$ cat src/rtl/tick_processor.sv
// tick_processor: accumulator-style core executing one 16-bit instruction per
// divided step tick. Eight registers, Z/C flags, HALT/resume, OUT strobe.
// The instruction word comes from an external asynchronous ROM addressed by pc.
module tick_processor #(
  parameter int DATA_W   = 16,
  parameter int ADDR_W   = 4,
  parameter int STEP_DIV = 1
) (
  input  logic              clk,
  input  logic              rst_n,
  input  logic              en,
  input  logic              resume,
  input  logic [15:0]       instruction,
  output logic [ADDR_W-1:0] address,
  output logic [DATA_W-1:0] result,
  output logic              out_valid,
  output logic              halted,
  output logic              zero_flag,
  output logic              carry_flag
);

  // divider needs at least one bit even when every cycle is a tick
  localparam int              CNT_W   = (STEP_DIV > 1) ? $clog2(STEP_DIV) : 1;
  localparam logic [CNT_W-1:0] CNT_MAX = CNT_W'(STEP_DIV - 1);

  typedef enum logic {RUN, HALTED} state_t;

  state_t                  state;
  logic [CNT_W-1:0]        cnt;
  logic [7:0][DATA_W-1:0]  regs;

  logic [3:0]        op;
  logic [2:0]        ra_i, rb_i;
  logic [7:0]        imm8;
  logic [DATA_W-1:0] imm, ra_v, rb_v, opnd;
  logic [ADDR_W-1:0] target, pc_inc;
  logic [DATA_W:0]   sum_w, diff_w;

  assign op     = instruction[15:12];
  assign ra_i   = instruction[11:9];
  assign rb_i   = instruction[8:6];
  assign imm8   = instruction[7:0];
  assign imm    = DATA_W'(imm8);
  assign target = imm8[ADDR_W-1:0];
  assign pc_inc = address + ADDR_W'(1);
  assign ra_v   = regs[ra_i];
  assign rb_v   = regs[rb_i];
  // op[3] selects the immediate forms ADDI/SUBI over ADD/SUB
  assign opnd   = op[3] ? imm : rb_v;
  // one extra bit carries the carry-out on add and the borrow on sub
  assign sum_w  = {1'b0, ra_v} + {1'b0, opnd};
  assign diff_w = {1'b0, ra_v} - {1'b0, opnd};

  // divider, RUN/HALTED control and instruction execution on the step tick
  always_ff @(posedge clk or negedge rst_n) begin
    if (!rst_n) begin
      state      <= RUN;
      cnt        <= '0;
      regs       <= '0;
      address    <= '0;
      result     <= '0;
      out_valid  <= 1'b0;
      halted     <= 1'b0;
      zero_flag  <= 1'b0;
      carry_flag <= 1'b0;
    end else begin
      out_valid <= 1'b0;
      case (state)
        RUN: begin
          if (en) begin
            if (cnt != CNT_MAX) begin
              cnt <= cnt + CNT_W'(1);
            end else begin
              cnt     <= '0;
              address <= pc_inc;
              case (op)
                4'h1: regs[ra_i] <= imm;
                4'hE: regs[ra_i] <= rb_v;
                4'h2, 4'hA: begin
                  regs[ra_i] <= sum_w[DATA_W-1:0];
                  zero_flag  <= (sum_w[DATA_W-1:0] == '0);
                  carry_flag <= sum_w[DATA_W];
                end
                4'h3, 4'hB: begin
                  regs[ra_i] <= diff_w[DATA_W-1:0];
                  zero_flag  <= (diff_w[DATA_W-1:0] == '0);
                  carry_flag <= diff_w[DATA_W];
                end
                4'h8: address <= target;
                4'hC: if (zero_flag)  address <= target;
                4'hD: if (!zero_flag) address <= target;
                4'hF: begin
                  result    <= ra_v;
                  out_valid <= 1'b1;
                end
                4'h4: begin
                  address <= address;
                  state   <= HALTED;
                  halted  <= 1'b1;
                end
                default: ;
              endcase
            end
          end
        end
        HALTED: begin
          cnt <= '0;
          if (resume) begin
            state   <= RUN;
            halted  <= 1'b0;
            address <= pc_inc;
          end
        end
        default: state <= RUN;
      endcase
    end
  end

endmodule

$ cat config.mk
export PLATFORM = sky130hd
export DESIGN_NAME = tick_processor
export DESIGN_NICKNAME = d
export VERILOG_FILES = /design/src/rtl/tick_processor.sv
export SDC_FILE = /design/constraint.sdc
export NUM_CORES = 1
export LEC_CHECK = 0
export BUFFER_PORTS_ARGS = -buffer_cell sky130_fd_sc_hd__buf_2
export CORE_MARGIN = 4
export CORE_UTILIZATION = 51
export CTS_BUF_LIST = sky130_fd_sc_hd__clkbuf_16
export DETAILED_ROUTE_END_ITERATION = 10
export HOLD_SLACK_MARGIN = 0.15
export PLACE_DENSITY = 0.68
export SLEW_MARGIN = 20
export SYNTH_ARGS = -nofsm -noshare
export SYNTH_HDL_FRONTEND = slang
export SYNTH_SLANG_ARGS = --single-unit
$ cat constraint.sdc
create_clock -name clk -period 4.37 [get_ports clk]
set_input_delay 0.874 -clock clk [delete_from_list [all_inputs] [get_ports clk]]
set_output_delay 0.874 -clock clk [all_outputs]
set_load 0.01 [all_outputs]
==> results.yml <==
run_status:
  status: "completed"
detailed_routing:
  via_per_inst: 6.40
  drc: 0
  drt-met1-wl_um: 14000
  met2_length_um: 16000
  firstDrtPassIters: 6
  drt-total-wl_um: 34600
  postRouteAntennaNets: 0
  vias: 9690
  dr_wl_met3_um: 3150
  routed.top_layer: "met4"
  dr.first_iter.drc_count: 1104
  routedWlPerCell_um: 22.9
timing:
  fin_crit_ns: 4.31
  rsz0062_at_grt: "yes"
  fin_hold_ws_ns: 0.469
  finClkSkew_ns: 0.00934
  hold_viol: 0
  setup_slack_ns: 0.0572
  setup_viol: 0
  fmax_mhz: 232
  worst_slew_pin_slew_ns: 0.989
  slew_violations: 0
  period_share_pct: 98.7
  worst_slew_margin_rel_pct: 33.9
floorplanning:
  num_rows: 51
  die-area_um2: 22000
  die_w_um: 148
  die_h_um: 148
  io_pins: 44
  start_util_pct: 51.7
  coreArea_um2: 19400
clocking:
  cts_tree: "done"
  cts-buffers-inserted: 17
  root_buffer: "clkbuf_16"
  clockBufferDepth: 2
  clkLatencyLatePin_ns: 0.43
  clkTransAtPathRegs_ns: 0.07
  ctsHtreeMaxLevel: 4
  cts_sinks: 153
  hold_buffers: 0
layout:
  n_antenna_cell: 0
  layout_commonest_cell: "buf_4"
  layout-drive-gt1-share_pct: 31.5
  syn_to_final_growth_pct: 26.9
  layout_common_cells: "buf_4, dfrtp_1, nand2_1"
  final_area_um2: 12700
  nFillCells: 1589
  fin_nets: 1291
synthesis:
  syn_avg_cell_area_um2: 9.50
  syn_nets: 1110
  synth_edf_count: 0
  async_flop_share_pct: 100
  ys.warnings.count: 0
  synth_cells: 1055
  netlist_area_um2: 10000
  ys_ff_latch: 153
  synth_flop_cell: "dfrtp_1"
  synthDistinctLibCells: 76
  yosysSeqAreaShare_pct: 38.2
global_routing:
  global_route.usage.total_pct: 31.6
  grt-ovfl-total: 0
  grt_max_degree: 97
  grt_pass1_vias: 9717
  antenna_found_initial: 0
  grt_pass1_wl_um: 54100
critical_path:
  worstPathCellList: "buf_12 > buf_12 > mux4_2 > mux2_4 > mux2i_2 > buf_4 > ha_1 > nor2b_1 > o21ai_0 > or3b_1 > a2111oi_2 > nand4b_1 > nor4_1 > nand3_1 > a32oi_1"
  worstPathArrival_ns: 4.66
  critical_path.top_delay_family: "simple AND/OR/NAND/NOR gates"
  critPathLaunchType: "input port"
  critPathMostFrequentCell: "buf_12"
  cpPeakStageDelay_ns: 0.54
  crit_slowest_cell: "a2111oi_2"
  criticalPathCategory: "input port to flop"
  required_ns: 4.72
  crit_buf_inv: 3
  cp_max_fo: 6
  cp-end-kind: "flop"
power:
  p_per_area_nw_per_um2: 493
  power_mw: 6.27
  leakagePower_nw: 5.81
  ir_worst_vdd_mv: 0.286
placed_design:
  dp_hpwl_um: 24600
  place_congestion: 0.985
  port_buffers: 43
  place_ws_ns: -0.714
  postPlaceCellArea_um2: 11800
worst_hold_path:
  worstHoldPathType: "flop to flop"
flow_run:
  max_cap_viol_count: 0
path summary, 6_finish.rpt:
kind / startpoint / to / slack (ns) / cells after the start
worst max-delay path: instruction[6] / zero_flag / 0.06 / 15
worst min-delay path: halted / halted / 0.47 / 2
worst max register to register: regs[48] / zero_flag / 0.23 / 14
worst min register to register: halted / halted / 0.47 / 2
max in group asynchronous: rst_n / regs[33] / 2.94 / 2
min in group asynchronous: rst_n / result[13] / 0.55 / 1
per-stage QoR:
stage,utilization (%),TNS (ns),cells
after global placement,60.8,-27.13,1476
after global routing,65.5,-0.103,1513
after floorplan,-,-0.246,1055
after detailed placement,60.8,-32.11,1476
final,65.5,0,1513
after CTS,64.2,0,1507
report_power, final:
part           total (mW)  internal, mW  leakage [nW]  switching [mW]
Sequential           1.96          1.70          2.03           0.258
Combinational        2.77          1.34          3.49            1.42
Clock                1.54         0.901         0.291           0.640
cells by family (layout without fill, tap and decap cells):
kind of cell	Yosys count	in the layout	share of synthesized area (%)
AOI/OAI and AO/OA	338	338	22.8
xor gates and xnor gates	22	22	1.92
adders and majority gates	35	35	4.52
buffers and inverters	105	298	4.34
DFF	153	153	38.2
muxes	82	82	12.5
and+or+nand+nor	320	320	15.6
cell usage after synthesis (11+ instances only):
cell type  number  area share (%)
nand3_1        24             1.2
ha_1           33             4.1
o21ai_0       119             5.9
dfrtp_1       153              38
nand2_1       120             4.5
mux2_2         26             2.9
a22o_1         40             3.5
nand4_1        19             1.2
xnor2_1        20             1.7
inv_1          33             1.2
clkbuf_1       56             2.1
mux2i_1        24             2.4
a22oi_1        66             4.9
mux4_2         32             7.2
a21oi_1        34             1.7
or2_2          13            0.81
nor3_1         11            0.55
nor2_1         65             2.4
nor2b_1        13            0.81
per-layer routing:
| layer | vias up | GRT usage [%] |
|---|---|---|
| met2 | 578 | 48.9 |
| met1 | 4677 | 42.9 |
| li1 | 4305 | - |
| met4 | 0 | 15.2 |
| met5 | - | 0 |
| met3 | 130 | 6.58 |
worst min-delay path, delay by kind of cell (launching register included):
kind | cells | cell delay (ns)
simple gates | 2 | 0.10
flops | 1 | 0.34
layout make-up:
type | instances | area (µm²) | share of cell area, %
repair buffers | 232 | 1770 | 14.0
well taps | 265 | 332 | 2.61
clock inverters | 14 | 170 | 1.34
multi-input cells | 797 | 6050 | 47.6
inverters | 35 | 131 | 1.03
flip-flops and latches | 153 | 3830 | 30.1
clock buffers | 17 | 425 | 3.35
sequential cells by signal, summed over array words and instances, names as in the netlist:
| name | cells |
|---|---|
| state | 1 |
| result | 16 |
| halted | 1 |
| regs | 128 |
| carry_flag | 1 |
| zero_flag | 1 |
| address | 4 |
| out_valid | 1 |
repair_timing:
action,CTS,global route
setup endpoints to repair,38,82
pin swaps,4,20
resized for setup,14,44
setup buffers,0,5
gates cloned,0,1
Note: power is estimated with default switching activity, not from simulation.
